===== src/rtl/mult_seq_shiftadd.sv =====
// Iterative shift-add multiplier, STEP multiplier bits per cycle, valid/ready on both sides.
// Optional signed mode is compiled in with `define MULT_SIGNED_EN (adds the signed_op port).
module mult_seq_shiftadd #(
  parameter int WIDTH = 8,
  parameter int STEP  = 1
) (
  input  logic               clk,
  input  logic               resetn,
  input  logic               in_valid,
  output logic               in_ready,
  input  logic [WIDTH-1:0]   A,
  input  logic [WIDTH-1:0]   B,
`ifdef MULT_SIGNED_EN
  input  logic               signed_op,
`endif
  output logic               out_valid,
  input  logic               out_ready,
  output logic [2*WIDTH-1:0] product,
  output logic               busy
);

  localparam int PW = 2 * WIDTH;
  localparam int N  = (STEP > 0) ? WIDTH / STEP : 1;
  localparam int CW = (N > 1) ? $clog2(N) : 1;
  localparam logic [CW-1:0] LAST = CW'(N - 1);

  generate
    if (STEP < 1 || STEP > WIDTH || (WIDTH % STEP) != 0) begin : g_bad_step
      $error("mult_seq_shiftadd: STEP must divide WIDTH");
    end
  endgenerate

  typedef enum logic [1:0] {S_IDLE, S_BUSY, S_DONE} state_t;

  state_t            state_q, state_d;
  logic              in_ready_q;
  logic [PW-1:0]     mcand_q;
  logic [WIDTH-1:0]  mplr_q;
  logic [PW-1:0]     acc_q;
  logic [CW-1:0]     cnt_q;
  logic [PW-1:0]     product_q;
  logic              neg_q;

  logic              accept, last;
  logic [WIDTH-1:0]  a_mag, b_mag;
  logic              neg_in;
  logic [PW-1:0]     pp, acc_sum, result;

  assign accept = in_valid & in_ready_q;
  assign last   = (cnt_q == LAST);

  // Signed mode multiplies magnitudes and fixes the sign once at the end.
`ifdef MULT_SIGNED_EN
  assign neg_in = signed_op & (A[WIDTH-1] ^ B[WIDTH-1]);
  assign a_mag  = (signed_op & A[WIDTH-1]) ? -A : A;
  assign b_mag  = (signed_op & B[WIDTH-1]) ? -B : B;
`else
  assign neg_in = 1'b0;
  assign a_mag  = A;
  assign b_mag  = B;
`endif

  // mcand_q is pre-shifted each cycle, so pp already carries the counter*STEP weight.
  assign pp      = mcand_q * {{(PW-STEP){1'b0}}, mplr_q[STEP-1:0]};
  assign acc_sum = acc_q + pp;
  assign result  = neg_q ? -acc_sum : acc_sum;

  always_ff @(posedge clk or negedge resetn) begin
    if (!resetn) begin
      state_q    <= S_IDLE;
      in_ready_q <= 1'b0;
    end else begin
      state_q    <= state_d;
      in_ready_q <= (state_d == S_IDLE);
    end
  end

  always_comb begin
    state_d = state_q;
    case (state_q)
      S_IDLE:  if (accept)    state_d = S_BUSY;
      S_BUSY:  if (last)      state_d = S_DONE;
      S_DONE:  if (out_ready) state_d = S_IDLE;
      default:                state_d = S_IDLE;
    endcase
  end

  always_comb begin
    out_valid = (state_q == S_DONE);
    busy      = (state_q != S_IDLE);
  end

  always_ff @(posedge clk or negedge resetn) begin
    if (!resetn) begin
      mcand_q   <= '0;
      mplr_q    <= '0;
      acc_q     <= '0;
      cnt_q     <= '0;
      product_q <= '0;
      neg_q     <= 1'b0;
    end else if (accept) begin
      mcand_q <= {{WIDTH{1'b0}}, a_mag};
      mplr_q  <= b_mag;
      acc_q   <= '0;
      cnt_q   <= '0;
      neg_q   <= neg_in;
    end else if (state_q == S_BUSY) begin
      acc_q   <= acc_sum;
      mcand_q <= mcand_q << STEP;
      mplr_q  <= mplr_q >> STEP;
      cnt_q   <= cnt_q + CW'(1);
      if (last) product_q <= result;
    end
  end

  assign in_ready = in_ready_q;
  assign product  = product_q;

endmodule


===== config.mk =====
export PLATFORM = sky130hd
export DESIGN_NAME = mult_seq_shiftadd
export DESIGN_NICKNAME = d
export VERILOG_FILES = /design/src/rtl/mult_seq_shiftadd.sv
export SDC_FILE = /design/constraint.sdc
export NUM_CORES = 1
export LEC_CHECK = 0
export ABC_AREA = 1
export CORE_UTILIZATION = 25
export CTS_CLUSTER_DIAMETER = 60
export DETAILED_ROUTE_END_ITERATION = 8
export PLACE_DENSITY_LB_ADDON = 0.25
export SLEW_MARGIN = 30
export SYNTH_ARGS = -nofsm -noshare
export SYNTH_HDL_FRONTEND = slang
export SYNTH_SLANG_ARGS = --single-unit

===== constraint.sdc =====
create_clock -name clk -period 5.44 [get_ports clk]
set_clock_uncertainty 0.1 [all_clocks]
set_input_delay 1.088 -clock clk [delete_from_list [all_inputs] [get_ports clk]]
set_output_delay 1.088 -clock clk [all_outputs]
set_load 0.02 [all_outputs]

-- Yosys cells after proc, flatten, opt, wreduce, memory -nomap -nowiden
Index checks and enable logic that the tools add are counted.
- flip-flop bits (word level): 62
- bits of input ports: 20
- output and inout port bits: 19
- $add $sub $neg: 2
- multipliers: 1
- eq/ne operators: 3
- multiplexer cells: 12
- bitwise logic cells: 2
- reductions and logical operators: 5
- operator list (cell ; count):
    16-bit 2-to-1 mux ; 4
    16-bit adder ; 1
    16-bit by 1-bit multiplier with 16-bit output ; 1
    8-bit 2-to-1 mux ; 2
    2-bit 2-to-1 mux ; 3
    3-bit 2-to-1 mux ; 2
    2-bit case mux with 3 select lines ; 1
    2-bit zero test ; 2
    2-bit nonzero test ; 2
    3-bit by 1-bit adder with 3-bit output (second input constant) ; 1
    3-bit == test (second input constant) ; 1
    3-bit AND reduction ; 1
    2-bit by 1-bit == test with 1-bit output (second input constant) ; 1
    2-bit == test (second input constant) ; 1
    1-bit bitwise AND ; 1
    1-bit NOT ; 1

-- Longest topological paths before layout
Gate-level depths: netlist of run 1.
- word-level depth: 4
- depth in mapped cells: 15

-- Worst setup path before layout of run 1
OpenSTA, ideal clock, no wires.
- path kind: input-to-reg
- start point: input port in_valid
- end point: register product_q[7], in the netlist product[7]
- setup time: 0.122 ns
- arrival: 1.994 ns
- required time: 5.218 ns
- setup slack: 3.225 ns
- cell stages on the path: 9
- cell sequence: nand2_1 inv_2 nor2_8 inv_2 nor2_8 inv_2 buf_2 nand2_1 o21ai_1
- longest elaborated chain between the ends: 3
- RTL lines (item ; line ; RTL):
    from (decl) ; 9 ; input logic in_valid,
    1-bit bitwise AND ; 49 ; assign accept = in_valid & in_ready_q;
    1-bit NOT (no source line) ; - ;
    3-bit AND reduction (no source line) ; - ;
    to (signal assigned) ; 112 ; if (last) product_q <= result;
    to (decl) ; 41 ; logic [PW-1:0] product_q;
No other way between the ends.
A chain may end at the register's enable or synchronous reset.

-- Worst setup path after layout of run 1
- start point: input port in_valid
- end point: register mcand_q[3]
- longest elaborated chain between the ends: 2
- RTL lines (item ; line ; RTL):
    1-bit bitwise AND (*) ; 49 ;
    16-bit 2-to-1 mux / 2-bit nonzero test (equally long branches) ; - ;
    to (signal assigned) ; 102 ; mcand_q <= {{WIDTH{1'b0}}, a_mag};
    to (signal assigned) ; 109 ; mcand_q <= mcand_q << STEP;
    to (decl) ; 37 ; logic [PW-1:0] mcand_q;
Every way passes the cells marked *; elsewhere a longest branch is shown, timed or not.

==> results.py, run 1 <==
metrics = {
    "run_status": {
        "status": "completed",
    },
    "timing": {
        "fin_tns_setup_ps": 0,
        "slew-limit-headroom_pct": 46.3,
        "min_period_ps": 2920,
        "worst_pin_slew_ps": 805,
        "finalHoldViolCount": 0,
        "finalCritPeriodShare_pct": 53.7,
        "setup-violations-final": 0,
        "rsz0062_at_grt": "no",
        "setup_slack_ps": 2520,
        "slew_violations": 0,
        "fmax_ghz": 0.342,
    },
    "global_route": {
        "grt_usage_pct": 13.2,
        "grt-ovfl-total": 0,
        "antenna_found_initial": 0,
        "grt_max_degree": 63,
        "grt_pass1_wl_um": 14300,
        "grt_pass1_vias": 2828,
    },
    "yosys": {
        "synth-seq-cells": 62,
        "synth.avg_cell_area_sq_um": 7.68,
        "ys.warnings.count": 0,
        "synth_top_family_by_area": "simple AND/OR/NAND/NOR gates",
        "syn_inst": 448,
        "yosys.cell_types.count": 28,
        "synthAdderAreaFrac_pct": 6.77,
        "synth_compound_area_share_pct": 8.77,
        "synth-simple-area-share_pct": 27.7,
        "seq_area_frac_synth_pct": 45.1,
        "synth_nets": 486,
        "synth-xor-area-share_pct": 1.78,
        "synthMuxAreaShare_pct": 0,
        "netlist_area_sq_um": 3440,
    },
    "setup_path": {
        "r2r-end": "acc_q[6]",
        "worstPathRequired_ps": 5520,
        "ff2ff_setup_slack_ps": 3080,
        "r2r_start": "mplr_q[0]",
        "path_max_fanout": 22,
        "arrival_ps": 3010,
        "criticalPathCategory": "input pin to flop",
        "r2r_cells": 10,
        "startpoint_type": "input pin",
        "startpoint": "in_valid",
        "end_kind": "flop",
    },
    "final_layout": {
        "fin_util_pct": 31.9,
        "design_area_sq_um": 4260,
        "drive_gt1_share_pct": 5.69,
        "diodes": 0,
        "fill_cells": 1459,
        "nets": 525,
        "areaGrowthSynthToFinish_pct": 23.7,
    },
    "clock_network": {
        "cts_made_buffers": 9,
        "clk_pin_slew_worst_paths_ps": 60,
        "cts-root-buf": "clkbuf_16",
        "cts_hold_buf": 0,
        "clk_path_buf_depth": 2,
        "clock_latency_ps": 330,
        "cts_tree": "done",
        "clock_sinks": 62,
        "h-tree-depth": 3,
        "cts_resized": 0,
        "postCtsSetupBuffers": 0,
    },
    "die": {
        "ioPinCount": 39,
        "die_h_um": 119,
        "die_x_um": 119,
        "dieArea_sq_um": 14200,
        "start_util_pct": 25.8,
        "rows": 42,
        "coreArea_sq_um": 13300,
    },
    "min_path": {
        "worst_hold_path.endpoint": "product[2]",
        "hold_start": "product[2]",
        "holdPathStages": 2,
        "hold_class": "flop to flop",
    },
    "route": {
        "wl_per_cell_um": 12.6,
        "antenna_left": 0,
        "drt-pass1-iter-count": 4,
        "drc": 0,
        "vias": 2847,
        "first_iter_violations": 88,
        "drt-total-wl_um": 8440,
        "via_per_inst": 4.26,
    },
    "place": {
        "place_hpwl_um": 6320,
        "gp_congestion": 0.785,
        "io_buffer_count": 38,
        "place_area_sq_um": 3990,
        "dp_slack_ps": 2150,
    },
    "pwr": {
        "peakVddDrop_uv": 347,
        "power_density_nw_per_um2": 518,
        "p_leak_nw": 2.28,
    },
    "flow_run": {
        "drv_cap": 0,
    },
}
[critical path: stages]
cell and delay, ps:
clkdlybuf4s50_1 450, nand2_1 120, inv_2 300, nor2_1 90, buf_4 230, inv_1 510, o221ai_1 210
[through the flow]
stage / instances / total power [mW] / hold slack (ps)
after global placement: 652 / 1.69 / 364
after global routing: 668 / 2.39 / 401
after detailed placement: 652 / 1.70 / 369
after CTS: 668 / 2.24 / 384
final: 668 / 2.20 / 375
after floorplan: 448 / 1.39 / 353
[worst max-delay path by stage]
stage	end	cells past startpoint
2_1_floorplan	product[7]	9
3_3_place_gp	mcand_q[3]	7
3_5_place_dp	mcand_q[3]	7
4_1_cts	mcand_q[3]	7
5_1_grt	product[7]	9
6_report	mcand_q[3]	7
[flip-flops by register name (all words and copies together), names as in the netlist]
signal,cells
mcand_q,16
cnt_q,3
product,16
state_q,2
acc_q,16
mplr_q,8
in_ready,1
[cell families (layout without fill, tap and decap cells)]
logic type | Yosys count | in the layout
AO/OA/AOI/OAI | 48 | 48
XOR/XNOR | 7 | 7
adder cells (fa/ha/maj) | 18 | 18
buffers and inverters | 86 | 130
flip-flops | 62 | 62
AND/OR/NAND/NOR | 227 | 227
[layer usage]
| layer | vias to the layer above | track usage, % | routed length [um] |
|---|---|---|---|
| met2 | 55 | 19.0 | 3630 |
| met4 | 0 | 4.77 | 102 |
| met5 | - | 0 | 0 |
| li1 | 1490 | - | - |
| met1 | 1293 | 18.8 | 4410 |
| met3 | 9 | 3.35 | 292 |
[cells in the mapped netlist]
| cell | count | area share [%] |
|---|---|---|
| a31oi_1 | 3 | 0.55 |
| o21ai_1 | 8 | 1.2 |
| nor2_4 | 1 | 0.33 |
| and2_1 | 1 | 0.18 |
| ha_1 | 17 | 6.2 |
| fa_1 | 1 | 0.58 |
| a22o_1 | 3 | 0.76 |
| o21ai_0 | 8 | 1.2 |
| clkbuf_1 | 3 | 0.33 |
| a21oi_1 | 7 | 1.0 |
| nor2_8 | 2 | 1.2 |
| buf_6 | 1 | 0.33 |
| dfrtp_1 | 62 | 45 |
| nand3b_1 | 5 | 1.1 |
| xor2_1 | 3 | 0.76 |
| inv_1 | 69 | 7.5 |
| o221ai_1 | 8 | 2.0 |
| o22ai_1 | 9 | 1.6 |
| inv_2 | 5 | 0.55 |
| buf_2 | 8 | 1.2 |
| or2_2 | 2 | 0.36 |
| nor3_1 | 3 | 0.44 |
| nand4_1 | 1 | 0.18 |
| nand3_1 | 22 | 3.2 |
| nand2_1 | 174 | 19 |
| xnor2_1 | 4 | 1.0 |
| nor2_1 | 16 | 1.7 |
| o211ai_1 | 2 | 0.44 |
[power by group]
part	leakage [nW]	switching [mW]	internal, mW
Combinational	1.34	0.583	0.352
Clock	0.128	0.213	0.306
Sequential	0.809	0.108	0.640
Total	2.28	0.905	1.30
[cell usage in the layout (no fill, tap or decap), drive strengths merged]
cell,n
o21ai,16
xor2,3
clkbuf,10
nor2,19
inv,74
ha,17
and2,1
o211ai,2
nand3,22
clkinvlp,2
xnor2,4
buf,3
or2,2
nand4,1
dfrtp,62
fa,1
a22o,3
a31oi,3
nand3b,5
a21oi,7
clkinv,4
clkdlybuf4s50,37
nor3,3
o22ai,9
o221ai,8
nand2,174
[final cells by class]
cell class	instances	area, sq um	area share, %
well taps	176	220	5.17
multi-input cells	300	1550	36.4
inverters	74	278	6.53
repair buffers	40	390	9.17
clock buffers	10	229	5.38
clock inverters	6	38.8	0.911
flip-flops and latches	62	1550	36.5
(Power assumes the default switching activity.)
==> run 2, diff against run 1 <==
==> constraint.sdc (replaced) <==
create_clock -name clk -period 2.4 [get_ports clk]
set_clock_uncertainty 0.1 [all_clocks]
set_input_delay 0.48 -clock clk [delete_from_list [all_inputs] [get_ports clk]]
set_output_delay 0.48 -clock clk [all_outputs]
set_load 0.02 [all_outputs]
==> run 2 against run 1 <==
- first-iteration DRC count up 13%
- clock power rose to 2.9 times the previous value
- utilization up 1.1 points
- global-route usage down 0.44 points
- critical path depth up 3
- sequential share of layout area down 1.2 points
- cell count up 0.90%
- sequential power up 120%
- count of clock-buffer cells in the layout down 1
- critical path type is now flop to flop
==> results.py, run 2 (synthesis gave the netlist of run 1 again) <==
metrics = {
    "setup_path": {
        "path_max_fanout": 13,
        "cp_common_cell": "nand2_1",
        "r2r_cells": 10,
        "critPathBufInv": 3,
        "ff2ff_setup_slack_ps": 260,
        "startpoint_type": "flop",
        "arrival_ps": 2250,
        "r2r-end": "acc_q[7]",
        "criticalPathCategory": "flop to flop",
        "worstPathRequired_ps": 2510,
        "slowest_delay_ps": 430,
        "r2r_start": "mplr_q[0]",
        "end_kind": "flop",
        "crit_path_top_delay_cell": "dfrtp_1",
        "cpLargestDelayFamily": "flip-flops",
        "path_cells": "buf_4 -> nand2_1 -> inv_1 -> ha_1 -> nand2_1 -> inv_1 -> a21oi_1 -> nand2_1 -> xnor2_1 -> o21ai_0",
    },
    "place": {
        "place_hpwl_um": 6130,
        "io_buffer_count": 38,
        "gp_congestion": 0.826,
    },
    "global_route": {
        "grt_pass1_vias": 2991,
        "grt_max_degree": 41,
        "grt-ovfl-total": 0,
        "grt_pass1_wl_um": 14100,
        "antenna_found_initial": 0,
        "grt_usage_pct": 12.7,
    },
    "final_layout": {
        "drive_gt1_share_pct": 7.03,
        "layout_commonest_cell": "nand2_1",
        "fill_cells": 1428,
        "areaGrowthSynthToFinish_pct": 28.0,
        "diodes": 0,
        "nets": 531,
        "layout_common_cells": "nand2_1, inv_1, dfrtp_1",
        "fin_util_pct": 33.0,
    },
    "die": {
        "ioPinCount": 39,
        "die_x_um": 119,
        "coreArea_sq_um": 13300,
        "rows": 42,
        "die_h_um": 119,
        "start_util_pct": 25.8,
        "dieArea_sq_um": 14200,
    },
    "pwr": {
        "finalPower_mw": 5.40,
        "p_int_mw": 3.34,
        "clkPwrFrac_pct": 28.0,
        "pwr-share-seq_pct": 31.0,
        "p_sw_share_pct": 38.0,
        "power_switching_mw": 2.05,
        "peakVddDrop_uv": 667,
        "power_density_nw_per_um2": 1230,
        "combPwrFrac_pct": 41.1,
        "p_leak_nw": 2.36,
    },
    "timing": {
        "min_period_ps": 2140,
        "fmax_ghz": 0.468,
        "finalCritPeriodShare_pct": 89.1,
        "rsz0062_at_grt": "no",
        "finalHoldViolCount": 0,
        "slew-limit-headroom_pct": 62.5,
        "setup-violations-final": 0,
        "slew_violations": 0,
        "worst_pin_slew_ps": 563,
        "fin_tns_setup_ps": 0,
    },
    "route": {
        "wl_per_cell_um": 12.0,
        "drt-total-wl_um": 8070,
        "drc": 0,
        "vias": 2830,
        "via_per_inst": 4.20,
        "first_iter_violations": 99,
        "antenna_left": 0,
        "drt-pass1-iter-count": 4,
    },
    "clock_network": {
        "postCtsSetupBuffers": 0,
        "clk_path_buf_depth": 2,
        "clock_latency_ps": 340,
        "clock_sinks": 62,
        "clk_pin_slew_worst_paths_ps": 60,
        "cts_hold_buf": 0,
        "cts-root-buf": "clkbuf_16",
        "cts_tree": "done",
        "cts_resized": 0,
        "cts_made_buffers": 9,
        "h-tree-depth": 3,
    },
    "min_path": {
        "hold_class": "input pin to async pin",
    },
    "run_status": {
        "status": "completed",
    },
    "flow_run": {
        "drv_cap": 0,
    },
}
[run 2: per-stage QoR]
step	setup slack [ps]	instances	hold slack, ps	instance area, sq um
6_report	263	674	32.1	4400
3_3_place_gp	239	658	362	4060
2_1_floorplan	208	448	84.4	3440
5_1_grt	49.1	674	70.9	4400
3_5_place_dp	240	658	377	4060
4_1_cts	244	674	40.2	4400
[run 2: how the worst max path moves through the flow]
stage / startpoint / endpoint / slack (ps) / depth (start not counted)
floorplan: mplr_q[0] / acc_q[12] / 210 / 13
detailed placement: in_valid / product[4] / 240 / 9
global placement: mplr_q[0] / acc_q[7] / 240 / 10
CTS: mplr_q[0] / acc_q[14] / 240 / 10
global route: mplr_q[0] / product[15] / 50 / 13
finish: mplr_q[0] / acc_q[7] / 260 / 10
[run 2: final cells by class]
cell class	instances	area, sq um	share of cell area, %
flip-flops and latches	62	1550	35.2
clock buffers	9	225	5.11
repair buffers	46	460	10.5
well taps	176	220	5.00
inverters	74	278	6.31
clock inverters	7	121	2.76
multi-input cells	300	1550	35.1
[run 2: per-layer routing]
| metal | track usage (%) | part of all wire [%] | up-vias | wire, um |
|---|---|---|---|---|
| met2 | 19.4 | 41 | 53 | 3350 |
| li1 | - | - | 1496 | - |
| met4 | 4.69 | 1.1 | 0 | 85 |
| met5 | 0 | 0 | - | 0 |
| met1 | 17.3 | 53 | 1274 | 4280 |
| met3 | 3.26 | 4.5 | 7 | 360 |
[run 2: power groups by stage]
stage	Combinational [mW]	Clock, mW	Sequential (mW)
2_1_floorplan	1.39	0	1.76
3_3_place_gp	2.21	0	1.69
3_5_place_dp	2.24	0	1.69
4_1_cts	2.25	1.55	1.68
5_1_grt	2.50	1.58	1.73
6_report	2.22	1.51	1.67
